===== src/rtl/chunked_addsub_seq_pkg.sv =====
// Shared types and helpers for chunked_addsub_seq.
// Optional build macro: ADDSUB_SAT_EN (saturating result on signed overflow).
package addsub_pkg;

  typedef enum logic [1:0] {
    IDLE = 2'd0,
    RUN  = 2'd1,
    DONE = 2'd2
  } state_e;

  localparam int unsigned MAX_W = 64;

  function automatic int unsigned nchunk(input int unsigned width, input int unsigned chunk);
    return width / chunk;
  endfunction

  // Largest positive two's-complement value of the given width (0111..1).
  function automatic logic [MAX_W-1:0] sat_pos(input int unsigned width);
    return (MAX_W'(1) << (width - 1)) - MAX_W'(1);
  endfunction

  // Most negative two's-complement value of the given width (1000..0).
  function automatic logic [MAX_W-1:0] sat_neg(input int unsigned width);
    return MAX_W'(1) << (width - 1);
  endfunction

endpackage


===== src/rtl/chunked_addsub_seq_if.sv =====
// Start/done handshake and operand/result bus of chunked_addsub_seq.
interface chunked_addsub_seq_if #(
  parameter int unsigned WIDTH = 16
);
  logic             start;
  logic             sub;
  logic [WIDTH-1:0] a;
  logic [WIDTH-1:0] b;
  logic             busy;
  logic             done;
  logic [WIDTH-1:0] sum;
  logic             cout;
  logic             ovf;

  modport master (
    output start, sub, a, b,
    input  busy, done, sum, cout, ovf
  );

  modport slave (
    input  start, sub, a, b,
    output busy, done, sum, cout, ovf
  );
endinterface


===== src/rtl/chunked_addsub_seq_chunk_ripple_adder.sv =====
// Combinational CHUNK-bit ripple of full adders; also exposes the carry
// into the chunk MSB so the caller can derive signed overflow.
module chunk_ripple_adder #(
  parameter int unsigned CHUNK = 4
) (
  input  logic [CHUNK-1:0] a,
  input  logic [CHUNK-1:0] b,
  input  logic             cin,
  output logic [CHUNK-1:0] sum,
  output logic             cout,
  output logic             c_msb
);

  logic [CHUNK:0] c;

  // One full adder per bit, carry rippling from bit 0 upwards.
  always_comb begin
    c    = '0;
    sum  = '0;
    c[0] = cin;
    for (int unsigned i = 0; i < CHUNK; i++) begin
      sum[i]   = a[i] ^ b[i] ^ c[i];
      c[i + 1] = (a[i] & b[i]) | (c[i] & (a[i] ^ b[i]));
    end
  end

  assign cout  = c[CHUNK];
  assign c_msb = c[CHUNK-1];

endmodule


===== src/rtl/chunked_addsub_seq.sv =====
// Multi-cycle WIDTH-bit add/subtract, CHUNK bits per cycle with a registered
// carry between chunks. Optional macro ADDSUB_SAT_EN saturates sum on overflow.
module chunked_addsub_seq #(
  parameter int unsigned WIDTH = 16,
  parameter int unsigned CHUNK = 4
) (
  input logic                  clk,
  input logic                  rst_n,
  chunked_addsub_seq_if.slave  bus
);
  import addsub_pkg::*;

  localparam int unsigned NCHUNK = nchunk(WIDTH, CHUNK);
  localparam int unsigned IDXW   = (NCHUNK > 1) ? $clog2(NCHUNK) : 1;
  localparam logic [IDXW-1:0] LAST_IDX = IDXW'(NCHUNK - 1);
`ifdef ADDSUB_SAT_EN
  localparam logic [WIDTH-1:0] SAT_POS = WIDTH'(sat_pos(WIDTH));
  localparam logic [WIDTH-1:0] SAT_NEG = WIDTH'(sat_neg(WIDTH));
`endif

  state_e           state_q, state_d;
  logic [WIDTH-1:0] a_q, a_d, b_q, b_d, work_q, work_d;
  logic [WIDTH-1:0] sum_q, sum_d;
  logic [IDXW-1:0]  idx_q, idx_d;
  logic             carry_q, carry_d;
  logic             busy_q, busy_d, done_q, done_d;
  logic             cout_q, cout_d, ovf_q, ovf_d;

  logic [CHUNK-1:0] ch_sum;
  logic             ch_cout, ch_cmsb;

  // Operands are shifted right each cycle, so the active chunk always sits
  // in the low CHUNK bits; on the last chunk those bits hold the word MSBs.
  chunk_ripple_adder #(.CHUNK(CHUNK)) u_chunk (
    .a     (a_q[CHUNK-1:0]),
    .b     (b_q[CHUNK-1:0]),
    .cin   (carry_q),
    .sum   (ch_sum),
    .cout  (ch_cout),
    .c_msb (ch_cmsb)
  );

  // Next-state and datapath computation.
  always_comb begin
    state_d = state_q;
    a_d     = a_q;
    b_d     = b_q;
    work_d  = work_q;
    sum_d   = sum_q;
    idx_d   = idx_q;
    carry_d = carry_q;
    busy_d  = busy_q;
    done_d  = 1'b0;
    cout_d  = cout_q;
    ovf_d   = ovf_q;
    case (state_q)
      IDLE, DONE: begin
        busy_d  = 1'b0;
        state_d = IDLE;
        if (bus.start) begin
          a_d     = bus.a;
          b_d     = bus.b ^ {WIDTH{bus.sub}};
          carry_d = bus.sub;
          idx_d   = '0;
          busy_d  = 1'b1;
          state_d = RUN;
        end
      end
      RUN: begin
        a_d     = a_q >> CHUNK;
        b_d     = b_q >> CHUNK;
        work_d  = WIDTH'({ch_sum, work_q} >> CHUNK);
        carry_d = ch_cout;
        idx_d   = idx_q + IDXW'(1);
        if (idx_q == LAST_IDX) begin
          sum_d   = work_d;
          cout_d  = ch_cout;
          ovf_d   = ch_cmsb ^ ch_cout;
`ifdef ADDSUB_SAT_EN
          if (ch_cmsb ^ ch_cout) begin
            sum_d = a_q[CHUNK-1] ? SAT_NEG : SAT_POS;
          end
`endif
          idx_d   = '0;
          busy_d  = 1'b0;
          done_d  = 1'b1;
          state_d = DONE;
        end
      end
      default: begin
        busy_d  = 1'b0;
        state_d = IDLE;
      end
    endcase
  end

  // State, datapath and registered outputs.
  always_ff @(posedge clk or negedge rst_n) begin
    if (!rst_n) begin
      state_q <= IDLE;
      a_q     <= '0;
      b_q     <= '0;
      work_q  <= '0;
      sum_q   <= '0;
      idx_q   <= '0;
      carry_q <= 1'b0;
      busy_q  <= 1'b0;
      done_q  <= 1'b0;
      cout_q  <= 1'b0;
      ovf_q   <= 1'b0;
    end else begin
      state_q <= state_d;
      a_q     <= a_d;
      b_q     <= b_d;
      work_q  <= work_d;
      sum_q   <= sum_d;
      idx_q   <= idx_d;
      carry_q <= carry_d;
      busy_q  <= busy_d;
      done_q  <= done_d;
      cout_q  <= cout_d;
      ovf_q   <= ovf_d;
    end
  end

  assign bus.busy = busy_q;
  assign bus.done = done_q;
  assign bus.sum  = sum_q;
  assign bus.cout = cout_q;
  assign bus.ovf  = ovf_q;

endmodule


===== src/flat_wrapper.sv =====
// flat-port wrapper written by rule: the top's interface ports become plain ports
module chunked_addsub_seq_flat import addsub_pkg::*;
#(
  parameter int unsigned WIDTH = 16,
  parameter int unsigned CHUNK = 4
)
  (clk, rst_n, bus_start, bus_sub, bus_a, bus_b, bus_busy, bus_done, bus_sum, bus_cout, bus_ovf);
  chunked_addsub_seq_if #(.WIDTH(WIDTH)) bus_i ();
  input logic clk;
  input logic rst_n;
  input wire logic [$bits(bus_i.start)-1:0] bus_start;
  input wire logic [$bits(bus_i.sub)-1:0] bus_sub;
  input wire logic [$bits(bus_i.a)-1:0] bus_a;
  input wire logic [$bits(bus_i.b)-1:0] bus_b;
  output wire logic [$bits(bus_i.busy)-1:0] bus_busy;
  output wire logic [$bits(bus_i.done)-1:0] bus_done;
  output wire logic [$bits(bus_i.sum)-1:0] bus_sum;
  output wire logic [$bits(bus_i.cout)-1:0] bus_cout;
  output wire logic [$bits(bus_i.ovf)-1:0] bus_ovf;
  assign bus_i.start = bus_start;
  assign bus_i.sub = bus_sub;
  assign bus_i.a = bus_a;
  assign bus_i.b = bus_b;
  assign bus_busy = bus_i.busy;
  assign bus_done = bus_i.done;
  assign bus_sum = bus_i.sum;
  assign bus_cout = bus_i.cout;
  assign bus_ovf = bus_i.ovf;
  chunked_addsub_seq #(.WIDTH(WIDTH), .CHUNK(CHUNK)) u_core (.clk(clk), .rst_n(rst_n), .bus(bus_i));
endmodule

===== config.mk =====
export PLATFORM = sky130hd
export DESIGN_NAME = chunked_addsub_seq_flat
export DESIGN_NICKNAME = d
export VERILOG_FILES = /design/src/rtl/chunked_addsub_seq_pkg.sv /design/src/rtl/chunked_addsub_seq_if.sv /design/src/rtl/chunked_addsub_seq_chunk_ripple_adder.sv /design/src/rtl/chunked_addsub_seq.sv /design/src/flat_wrapper.sv
export SDC_FILE = /design/constraint.sdc
export NUM_CORES = 1
export LEC_CHECK = 0
export ABC_AREA = 0
export ABC_CLOCK_PERIOD_IN_PS = 2480
export BUFFER_PORTS_ARGS = -buffer_cell sky130_fd_sc_hd__clkbuf_2
export CAP_MARGIN = 20
export CELL_PAD_IN_SITES_DETAIL_PLACEMENT = 0
export CELL_PAD_IN_SITES_GLOBAL_PLACEMENT = 1
export CORE_ASPECT_RATIO = 0.8
export CORE_MARGIN = 5
export CORE_UTILIZATION = 43
export CTS_BUF_LIST = sky130_fd_sc_hd__clkbuf_16
export DETAILED_ROUTE_END_ITERATION = 12
export PLACE_DENSITY_LB_ADDON = 0.25
export SLEW_MARGIN = 10
export SYNTH_ARGS = -nofsm -noshare
export SYNTH_HDL_FRONTEND = slang
export SYNTH_SLANG_ARGS = --single-unit

===== constraint.sdc =====
create_clock -name clk -period 2.48 [get_ports clk]
set_input_delay 0.496 -clock clk [delete_from_list [all_inputs] [get_ports clk]]
set_output_delay 0.496 -clock clk [all_outputs]
set_load 0.005 [all_outputs]

==> results of run 1 <==
-- synth_stat cells (all sizes together) --
| master | number | area share |
|---|---|---|
| nand2 | 46 | 0.058 |
| nand3 | 10 | 0.017 |
| fa | 4 | 0.027 |
| buf | 17 | 0.041 |
| nand3b | 1 | 0.0067 |
| dfrtp | 69 | 0.58 |
| ha | 1 | 0.0042 |
| nor2 | 14 | 0.020 |
| a22oi | 10 | 0.025 |
| mux2 | 14 | 0.053 |
| inv | 10 | 0.013 |
| xnor2 | 12 | 0.035 |
| o31ai | 1 | 0.0025 |
| nor3 | 3 | 0.0050 |
| o21ai | 7 | 0.012 |
| clkbuf | 2 | 0.0025 |
| a21o | 1 | 0.0025 |
| a22o | 9 | 0.026 |
| nand2b | 2 | 0.0042 |
| xor2 | 5 | 0.015 |
| nor2b | 2 | 0.0067 |
| a221o | 15 | 0.050 |
-- logic make-up after synthesis --
family          synth area share
compound gates            0.1181
simple gates              0.1169
buf+inv                  0.05593
xor+xnor                 0.04967
fa+ha+maj                0.03089
mux                      0.05259
flops                     0.5760
-- registers in the layout, summed over array words and instances, names as in the netlist --
signal,count
u_core.work_q,12
u_core.carry_q,1
u_core.bus.cout,1
u_core.bus.done,1
u_core.b_q,16
u_core.bus.sum,16
u_core.bus.busy,1
u_core.bus.ovf,1
u_core.a_q,16
u_core.idx_q,2
u_core.state_q,2
-- per-layer routing --
| layer | track usage | vias up | routed length [um] |
|---|---|---|---|
| met5 | 0 | - | 0 |
| met4 | 0.03882 | 0 | 40 |
| met3 | 0.06728 | 4 | 332 |
| met2 | 0.2106 | 46 | 2596 |
| met1 | 0.2058 | 955 | 2880 |
| li1 | - | 973 | - |
-- path summary, 6_finish.rpt --
path / to / cells after the start / slack, ns
max in group asynchronous: u_core.a_q[4]$_DFFE_PN0P_ / 2 / 1.59
min in group clk: u_core.a_q[8]$_DFFE_PN0P_ / 3 / 0.39
setup / recovery: u_core.bus.sum[15]$_DFFE_PN0P_ / 8 / 0.18
hold / removal: u_core.bus.done$_DFF_PN0_ / 1 / 0.24
hold reg to reg: u_core.work_q[7]$_DFFE_PN0P_ / 2 / 0.47
setup reg to reg: u_core.bus.sum[15]$_DFFE_PN0P_ / 8 / 0.18
-- worst register-to-register path: cells and delay by family (launching register included) --
family | cells | cell delay, ns
adder cells (fa/ha/maj) | 4 | 1.40
flip-flops | 1 | 0.41
buffers and inverters | 3 | 0.22
AO/OA/AOI/OAI | 1 | 0.18
-- cell type report --
class,count,area share
clock inverter,7,0.03158
multi-input combinational,157,0.3035
timing repair buffer,60,0.08925
clock buffer,9,0.06179
tap,87,0.02987
inverter,10,0.01030
sequential,69,0.4737
-- power groups by stage --
stage	logic (mW)	clock network, mW	registers (mW)
4_1_cts	1.71	1.48	1.96
3_5_place_dp	1.70	0	1.98
3_3_place_gp	1.67	0	1.96
5_1_grt	1.90	1.52	2.02
6_report	1.66	1.44	1.96
2_1_floorplan	1.31	0	1.91
-- metrics by stage --
step / worst slack [ns] / hold WS, ns / cell area [sq um] / power (mW)
final: 0.1800 / 0.2354 / 3645 / 5.058
after global routing: 0.09789 / 0.2976 / 3645 / 5.439
after CTS: 0.1701 / 0.2622 / 3645 / 5.146
after detailed placement: 0.1962 / 0.4653 / 3304 / 3.677
after global placement: 0.2467 / 0.4638 / 3304 / 3.630
after floorplan: 0.3517 / 0.2004 / 2998 / 3.211
==> summary.txt, run 1 <==
Setup path
  • Kind of critical path: reg -> reg
  • Critical Path AT: 2.53 ns
  • Crit path max-delay cell type: fa_1
  • CP peak stage delay: 0.43 ns
  • Top Family by Delay on Critical Path: adder cells
  • Worst path cell trace: fa_1 > inv_1 > fa_1 > inv_1 > fa_1 > inv_1 > fa_1 > o21ai_0
  • WP buf/inv: 3
  • Critical Path Start Type: register
  • Reg2reg start: u_core.carry_q$_DFFE_PN0P_
  • Most frequent CP cell: fa_1
  • Crit end category: register
  • WP data required: 2.71 ns
  • CP Launch Point: u_core.carry_q$_DFFE_PN0P_
  • Critical path peak fanout: 2

Power
  • Clock power share: 0.285
  • Internal: 3.397 mW
  • Reg power frac: 0.387
  • Leak pwr: 1.840 nW
  • VDD IR max: 0.0005289 V
  • Power per cell area: 1388 nW/um^2
  • Switching share of power: 0.3284
  • NetSw: 1.661 mW
  • Combinational cell fraction of total power: 0.328

CTS
  • CTS tree: yes
  • H-tree Lvls: 3
  • Hold_buf cts: 0
  • Post_cts resized: 0
  • Post-CTS setup repair buffer count: 0
  • Worst skew pair latency: 0.32 ns
  • Longest Clk Path Bufs: 2
  • Clk sinks: 69
  • Clock Pin Slew Worst Setup and Hold Paths: 0.06 ns
  • Total CTS buffers: 9
  • Clk root buf: clkbuf_16

Logic synthesis
  • Post-Synthesis Cells: 255
  • Post-synthesis sequential area ratio: 0.5760
  • Seq cells post-synth: 69
  • Post-Syn Area per Cell: 11.76 sq um
  • Count of cell types in the netlist: 27
  • Synth Net Count: 296
  • YS warnings: 0
  • Mapped cell area: 2998 sq um

Timing
  • Final Skew: 0.009183 ns
  • Max Clk Rate: 434.8 MHz
  • Fin Setup TNS: 0 ns
  • Worst slew margin: 0.5093
  • Slew @ Worst Pin: 0.7360 ns
  • Part of the cycle the worst path needs: 0.9274
  • Pins over their slew limit: 0
  • Final Hold Fails: 0
  • Final min period: 2.300 ns
  • Final count of negative-setup-slack endpoints: 0
  • Unrepaired setup endpoints after global routing: false

Final layout
  • Filler Cells Inserted: 605
  • Synth-to-Final Area Change: 21.58%
  • Area of the multi-input gates: 1106 sq um
  • Most frequent cells in the layout: dfrtp_1 (69), clkbuf_2 (54), nand2_1 (46), a221o_1 (15), nor2_1 (13)
  • Ant. Diodes: 0
  • Commonest non-fill, non-tap cell in the layout: dfrtp_1
  • Non-filler cells, final: 399
  • Reg area: 1727 sq um
  • Layout cells sized above 1: 0.2917
  • Nets@finish: 348
  • Final core occ: 0.5341

Floorplanning
  • Die span in y: 84.68 um
  • CORE AREA: 6824 sq um
  • Std-Cell Rows: 27
  • Die Area: 8752 sq um
  • Starting density of the core: 0.4393
  • Die width: 103.4 um
  • Io pins: 56

Status
  • Status: completed

Place
  • GPL Wtd Cong: 0.7175
  • DP Wirelength: 4.004 mm
  • IO buf count: 55
  • DP Cell Count: 383

Drt
  • DRT iter0 DRCs: 89
  • Routed WL per cell: 14.66 um
  • Routed Antenna Nets: 0
  • Residual DRC: 0
  • First-pass DRT Iterations: 4
  • Vias per cell: 4.957
  • Final WL: 5.849 mm
  • Routed vias: 1,978

Global route
  • Overall routing resource usage: 0.1484
  • Vias in the first global route: 2,038
  • Largest net degree at the start of global routing: 38
  • First-pass GRT wire length: 10.01 mm
  • GRT overflow: 0
  • Antenna violations before repair: 0

Min path
  • Hold Path Class: in -> async

Flow run
  • Max Cap Violations: 0
No activity file was read; power rests on OpenSTA's default activity.
==> run 2, diff against run 1 <==
--- a/config.mk
+++ b/config.mk
@@ -7,15 +7,15 @@
 export LEC_CHECK = 0
 export ABC_AREA = 0
 export ABC_CLOCK_PERIOD_IN_PS = 2480
-export BUFFER_PORTS_ARGS = -buffer_cell sky130_fd_sc_hd__clkbuf_2
 export CAP_MARGIN = 20
 export CELL_PAD_IN_SITES_DETAIL_PLACEMENT = 0
 export CELL_PAD_IN_SITES_GLOBAL_PLACEMENT = 1
 export CORE_ASPECT_RATIO = 0.8
 export CORE_MARGIN = 5
-export CORE_UTILIZATION = 43
-export CTS_BUF_LIST = sky130_fd_sc_hd__clkbuf_16
+export CORE_UTILIZATION = 52
+export CTS_BUF_LIST = sky130_fd_sc_hd__clkbuf_2 sky130_fd_sc_hd__clkbuf_4 sky130_fd_sc_hd__clkbuf_8
 export DETAILED_ROUTE_END_ITERATION = 12
+export DONT_BUFFER_PORTS = 1
 export PLACE_DENSITY_LB_ADDON = 0.25
 export SLEW_MARGIN = 10
 export SYNTH_ARGS = -nofsm -noshare
==> run 2 against run 1 <==
- clock skew shrank 0.0034 ns
- via count shrank 6.8%
- first-iteration DRC count shrank 5.6%
- clock power shrank 15%
- sequential cell count is the same
- hold slack lost 0.22 ns
- utilization grew 6.5 points
- combinational power shrank 9%
- final area shrank 9.1%
- sequential share of layout area grew 4.8 points
- critical endpoint is now u_core.work_q[15]$_DFFE_PN0P_
- largest cell class unchanged
==> summary.txt, run 2 (synthesized netlist as in run 1, its figures left out) <==
Status
  • Status: completed (unchanged)

CTS
  • Post_cts resized: 0 (unchanged)
  • Clk root buf: clkbuf_8 (was clkbuf_16)
  • Clock Pin Slew Worst Setup and Hold Paths: 0.07 ns (was 0.06 ns)
  • CTS tree: yes (unchanged)
  • Clk sinks: 69 (unchanged)
  • Longest Clk Path Bufs: 2 (unchanged)
  • H-tree Lvls: 3 (unchanged)
  • Total CTS buffers: 9 (unchanged)
  • Worst skew pair latency: 0.35 ns (was 0.32 ns)

Power
  • Power per cell area: 1425 nW/um^2 (was 1388 nW/um^2)
  • Leak pwr: 1.592 nW (was 1.840 nW)
  • VDD IR max: 0.0006126 V (was 0.0005289 V)

Global route
  • Vias in the first global route: 1,941 (was 2,038)
  • Antenna violations before repair: 0 (unchanged)
  • Overall routing resource usage: 0.1745 (was 0.1484)
  • Largest net degree at the start of global routing: 70 (was 38)
  • GRT overflow: 0 (unchanged)
  • First-pass GRT wire length: 9.735 mm (was 10.01 mm)

Timing
  • Fin Setup TNS: 0 ns (unchanged)
  • Setup ws final: 0.1834 ns (was 0.1800 ns)
  • Final Hold Fails: 0 (unchanged)
  • Part of the cycle the worst path needs: 0.9261 (was 0.9274)
  • Pins over their slew limit: 0 (unchanged)
  • Final Skew: 0.005777 ns (was 0.009183 ns)
  • Final count of negative-setup-slack endpoints: 0 (unchanged)
  • Slew @ Worst Pin: 0.7098 ns (was 0.7360 ns)
  • Worst slew margin: 0.5268 (was 0.5093)
  • Max Clk Rate: 435.4 MHz (was 434.8 MHz)
  • Final min period: 2.297 ns (was 2.300 ns)
  • Unrepaired setup endpoints after global routing: false (unchanged)
  • Hold slack: 0.01915 ns (was 0.2354 ns)

Min path
  • Hold Path Class: in -> async (unchanged)

Floorplanning
  • Io pins: 56 (unchanged)
  • Std-Cell Rows: 24 (was 27)
  • Die Area: 7393 sq um (was 8752 sq um)
  • Die width: 94.89 um (was 103.4 um)
  • Starting density of the core: 0.5426 (was 0.4393)
  • Die span in y: 77.91 um (was 84.68 um)
  • CORE AREA: 5525 sq um (was 6824 sq um)

Drt
  • Routed vias: 1,843 (was 1,978)
  • DRT iter0 DRCs: 84 (was 89)
  • Vias per cell: 5.469 (was 4.957)
  • Routed WL per cell: 16.90 um (was 14.66 um)
  • Residual DRC: 0 (unchanged)
  • First-pass DRT Iterations: 4 (unchanged)
  • Final WL: 5.696 mm (was 5.849 mm)
  • Routed Antenna Nets: 0 (unchanged)

Setup path
  • Critical Path AT: 2.56 ns (was 2.53 ns)
  • Kind of critical path: reg -> reg (unchanged)
  • WP buf/inv: 3 (unchanged)
  • Most frequent CP cell: fa_1 (unchanged)
  • Worst path cell trace: fa_1 > inv_1 > fa_1 > inv_1 > fa_1 > inv_1 > fa_1 > o21ai_0 (unchanged)
  • Reg2reg start: u_core.carry_q$_DFFE_PN0P_ (unchanged)
  • Crit end category: register (unchanged)
  • R2r setup slk: 0.18 ns (about the same)
  • Crit path max-delay cell type: fa_1 (unchanged)
  • Top Family by Delay on Critical Path: adder cells (unchanged)
  • CP Launch Point: u_core.carry_q$_DFFE_PN0P_ (unchanged)
  • WP data required: 2.74 ns (was 2.71 ns)
  • Critical path peak fanout: 2 (unchanged)
  • CP peak stage delay: 0.43 ns (about the same)
  • Critical Path Start Type: register (unchanged)

Final layout
  • Commonest non-fill, non-tap cell in the layout: dfrtp_1 (unchanged)
  • Nets@finish: 295 (was 348)
  • Filler Cells Inserted: 486 (was 605)
  • Ant. Diodes: 0 (unchanged)
  • Synth-to-Final Area Change: 10.48% (was 21.58%)
  • Most frequent cells in the layout: dfrtp_1 (69), nand2_1 (46), a221o_1 (15), nor2_1 (13) (was dfrtp_1 (69), clkbuf_2 (54), nand2_1 (46), a221o_1 (15), nor2_1 (13))
  • Non-filler cells, final: 337 (was 399)
  • Final instance area: 3312 sq um (was 3645 sq um)
  • Layout cells sized above 1: 0.1506 (was 0.2917)

Place
  • GPL Wtd Cong: 0.7878 (was 0.7175)
  • Dpl ws: 0.2026 ns (was 0.1962 ns)
  • DP Wirelength: 3.820 mm (was 4.004 mm)
  • IO buf count: 0 (was 55)
  • Area post-placement: 3013 sq um (was 3304 sq um)
  • DP Cell Count: 320 (was 383)

Flow run
  • Max Cap Violations: 0 (unchanged)
[run 2: per-layer routing]
layer	vias up	GRT usage	routed length (um)
met5	-	0	0
met4	0	0.05187	57
met3	8	0.09478	516
met2	57	0.2491	2499
met1	909	0.2295	2622
li1	869	-	-
[run 2: power breakdown]
| part | internal (mW) | switching [mW] | total (mW) |
|---|---|---|---|
| combinational | 0.687 | 0.827 | 1.51 |
| clock | 0.797 | 0.419 | 1.22 |
| sequential | 1.64 | 0.345 | 1.99 |
[run 2: layout make-up]
class,count,area (sq um),area share
Clock inverter,6,133.9,0.04042
Tap cell,78,97.59,0.02947
Clock buffer,10,137.6,0.04156
Sequential cell,69,1727,0.5213
Timing Repair Buffer,7,72.57,0.02191
Inverter,10,37.54,0.01133
Multi-Input combinational cell,157,1106,0.3340
[run 2: what timing repair did]
item	CTS	global route
hold buffers	1	0
endpoints found under the setup margin	0	0
buffers inserted	0	0
hold endpoints to repair	69	0
[run 2: worst register-to-register path: stages, from the launching register on]
cell and delay [ns]:
dfrtp_1 0.40, fa_1 0.42, inv_1 0.08, fa_1 0.16, inv_1 0.05, fa_1 0.39, inv_1 0.09, fa_1 0.43
o21ai_0 0.19
[run 2: per-stage QoR]
| stage | util | total power [mW] |
|---|---|---|
| 2_1_floorplan | - | 3.211 |
| 6_report | 0.5994 | 4.720 |
| 4_1_cts | 0.5994 | 4.768 |
| 3_5_place_dp | 0.5453 | 3.518 |
| 5_1_grt | 0.5994 | 5.080 |
| 3_3_place_gp | 0.5453 | 3.462 |
[run 2: path summary, 6_finish.rpt]
path	end	cells past startpoint
worst max-delay path	u_core.work_q[15]$_DFFE_PN0P_	8
worst min-delay path	u_core.work_q[9]$_DFFE_PN0P_	1
worst max register to register	u_core.work_q[15]$_DFFE_PN0P_	8
worst min register to register	u_core.work_q[6]$_DFFE_PN0P_	2
max in group asynchronous	u_core.carry_q$_DFFE_PN0P_	1
min in group clk	u_core.a_q[8]$_DFFE_PN0P_	2
==> run 3, diff against run 2 <==
--- a/config.mk
+++ b/config.mk
@@ -6,17 +6,17 @@
 export NUM_CORES = 1
 export LEC_CHECK = 0
 export ABC_AREA = 0
-export ABC_CLOCK_PERIOD_IN_PS = 2480
+export ABC_CLOCK_PERIOD_IN_PS = 2900
 export CAP_MARGIN = 20
 export CELL_PAD_IN_SITES_DETAIL_PLACEMENT = 0
 export CELL_PAD_IN_SITES_GLOBAL_PLACEMENT = 1
 export CORE_ASPECT_RATIO = 0.8
 export CORE_MARGIN = 5
-export CORE_UTILIZATION = 52
+export CORE_UTILIZATION = 56
 export CTS_BUF_LIST = sky130_fd_sc_hd__clkbuf_2 sky130_fd_sc_hd__clkbuf_4 sky130_fd_sc_hd__clkbuf_8
 export DETAILED_ROUTE_END_ITERATION = 12
 export DONT_BUFFER_PORTS = 1
-export PLACE_DENSITY_LB_ADDON = 0.25
+export PLACE_DENSITY_LB_ADDON = 0.1
 export SLEW_MARGIN = 10
 export SYNTH_ARGS = -nofsm -noshare
 export SYNTH_HDL_FRONTEND = slang
==> constraint.sdc (replaced) <==
create_clock -name clk -period 2.9 [get_ports clk]
set_input_delay 0.58 -clock clk [delete_from_list [all_inputs] [get_ports clk]]
set_output_delay 0.58 -clock clk [all_outputs]
set_load 0.005 [all_outputs]
==> run 3 against run 2 <==
- setup slack gained 0.38 ns
- total power shrank 21%
- critical path depth grew 1
- utilization grew 2.7 points
- global-route usage grew 0.91 points
- non-clock buffer count shrank 4
- critical path type unchanged
- largest cell class unchanged
- highest routed layer unchanged
==> summary.txt, run 3 (synthesized netlist as in run 1, its figures left out) <==
Timing
  • Unrepaired setup endpoints after global routing: false (unchanged)
  • Part of the cycle the worst path needs: 0.8072 (was 0.9261)
  • Max Clk Rate: 427.2 MHz (was 435.4 MHz)
  • Final Hold Fails: 0 (unchanged)
  • Slew @ Worst Pin: 1.042 ns (was 0.7098 ns)
  • Worst slew margin: 0.3054 (was 0.5268)
  • Hold slack: 0.1219 ns (was 0.01915 ns)
  • Final min period: 2.341 ns (was 2.297 ns)
  • Pins over their slew limit: 0 (unchanged)
  • Setup ws final: 0.5592 ns (was 0.1834 ns)
  • Final count of negative-setup-slack endpoints: 0 (unchanged)
  • Final Skew: 0.005848 ns (was 0.005777 ns)
  • Fin Setup TNS: 0 ns (unchanged)

Setup path
  • Worst r2r dst: u_core.carry_q$_DFFE_PN0P_ (was u_core.work_q[15]$_DFFE_PN0P_)
  • Critical Path Start Type: register (unchanged)
  • R2r setup slk: 0.56 ns (was 0.18 ns)
  • Critical Path AT: 2.55 ns (was 2.56 ns)
  • CP Launch Point: u_core.carry_q$_DFFE_PN0P_ (unchanged)
  • Critical path peak fanout: 3 (was 2)
  • Reg2reg start: u_core.carry_q$_DFFE_PN0P_ (unchanged)
  • Worst Reg-to-Reg Cells: 9 (was 8)
  • Crit end category: register (unchanged)
  • Kind of critical path: reg -> reg (unchanged)
  • WP data required: 3.11 ns (was 2.74 ns)

Global route
  • GRT overflow: 0 (unchanged)
  • Largest net degree at the start of global routing: 70 (unchanged)
  • First-pass GRT wire length: 9.611 mm (was 9.735 mm)
  • Antenna violations before repair: 0 (unchanged)
  • Vias in the first global route: 1,947 (was 1,941)
  • Overall routing resource usage: 0.1836 (was 0.1745)

Place
  • DP Cell Count: 300 (was 320)
  • DP Wirelength: 3.717 mm (was 3.820 mm)
  • IO buf count: 0 (unchanged)
  • Dpl ws: 0.5914 ns (was 0.2026 ns)
  • GPL Wtd Cong: 0.7453 (was 0.7878)
  • Area post-placement: 2963 sq um (was 3013 sq um)

Drt
  • Routed Antenna Nets: 0 (unchanged)
  • Routed WL per cell: 17.95 um (was 16.90 um)
  • Vias per cell: 5.855 (was 5.469)
  • First-pass DRT Iterations: 4 (unchanged)
  • Routed vias: 1,856 (was 1,843)
  • Final WL: 5.691 mm (was 5.696 mm)
  • DRT iter0 DRCs: 129 (was 84)
  • Residual DRC: 0 (unchanged)

Floorplanning
  • Die width: 91.80 um (was 94.89 um)
  • Starting density of the core: 0.5886 (was 0.5426)
  • Std-Cell Rows: 23 (was 24)
  • Die span in y: 75.44 um (was 77.91 um)
  • CORE AREA: 5094 sq um (was 5525 sq um)
  • Die Area: 6925 sq um (was 7393 sq um)
  • Io pins: 56 (unchanged)

CTS
  • H-tree Lvls: 3 (unchanged)
  • Clock Pin Slew Worst Setup and Hold Paths: 0.07 ns (about the same)
  • Post-CTS setup repair buffer count: 0 (unchanged)
  • Total CTS buffers: 9 (unchanged)
  • Clk sinks: 69 (unchanged)
  • Worst skew pair latency: 0.33 ns (was 0.35 ns)
  • Longest Clk Path Bufs: 2 (unchanged)
  • CTS tree: yes (unchanged)
  • Clk root buf: clkbuf_8 (unchanged)

Final layout
  • Nets@finish: 291 (was 295)
  • Most frequent cells in the layout: dfrtp_1 (69), nand2_1 (46), a221o_1 (15), nor2_1 (13) (unchanged)
  • Ant. Diodes: 0 (unchanged)
  • Final core occ: 0.6264 (was 0.5994)
  • Layout cells sized above 1: 0.1373 (was 0.1506)
  • Filler Cells Inserted: 397 (was 486)
  • Commonest non-fill, non-tap cell in the layout: dfrtp_1 (unchanged)
  • Synth-to-Final Area Change: 6.427% (was 10.48%)
  • Non-filler cells, final: 317 (was 337)
  • Final instance area: 3191 sq um (was 3312 sq um)

Min path
  • Hold Path Class: in -> async (unchanged)

Status
  • Status: completed (unchanged)

Flow run
  • Max Cap Violations: 0 (unchanged)

Power
  • VDD IR max: 0.0005303 V (was 0.0006126 V)
  • Leak pwr: 1.539 nW (was 1.592 nW)
  • Power per cell area: 1172 nW/um^2 (was 1425 nW/um^2)
  • Tot Pwr: 3.740 mW (was 4.720 mW)
-- run 3: cell types whose count changed in the layout (fill, tap and decap cells not counted) --
cell	change
clkinv_4	-1
clkbuf_4	+2
bufinv_16	-3
clkinvlp_4	+1
clkinv_2	+1
buf_4	-4
-- run 3: cell type report --
| type | count | area [sq um] | share of cell area |
|---|---|---|---|
| Multi-Input combinational cell | 157 | 1106 | 0.3467 |
| Tap cell | 62 | 77.57 | 0.02431 |
| Sequential cell | 69 | 1727 | 0.5412 |
| Inverter | 10 | 37.54 | 0.01176 |
| Timing Repair Buffer | 3 | 42.54 | 0.01333 |
| Clock inverter | 4 | 47.55 | 0.01490 |
| Clock buffer | 12 | 152.6 | 0.04784 |
-- run 3: how the worst max path moves through the flow --
stage               slack (ns)  depth (start not counted)                             end
floorplan                 0.77                          8  u_core.bus.sum[15]$_DFFE_PN0P_
global placement          0.69                          9      u_core.carry_q$_DFFE_PN0P_
detailed placement        0.59                          9      u_core.carry_q$_DFFE_PN0P_
CTS                       0.56                          9      u_core.carry_q$_DFFE_PN0P_
global route              0.42                          9      u_core.carry_q$_DFFE_PN0P_
finish                    0.56                          9      u_core.carry_q$_DFFE_PN0P_
-- run 3: timing repair --
action	CTS	global route
hold endpoints to repair	69	0
hold buffers	1	0
resized for setup	0	0
-- run 3: worst max-delay path, cell delays in order (launching register included) --
cell and delay [ns]:
dfrtp_1 0.41, fa_1 0.43, inv_1 0.08, fa_1 0.15, inv_1 0.05, fa_1 0.41, inv_1 0.09, fa_1 0.23
nor2_1 0.07, a221o_1 0.30
-- run 3: layer usage --
| layer | vias up | track usage | part of all wire |
|---|---|---|---|
| met2 | 39 | 0.2777 | 0.45 |
| met3 | 6 | 0.08391 | 0.066 |
| met4 | 0 | 0.06590 | 0.011 |
| met5 | - | 0 | 0 |
| li1 | 859 | - | - |
| met1 | 952 | 0.2377 | 0.47 |
-- run 3: power by group --
part	leakage, nW	internal [mW]	switching (mW)
logic	0.567	0.557	0.700
registers	0.870	1.41	0.304
clock network	0.103	0.437	0.336
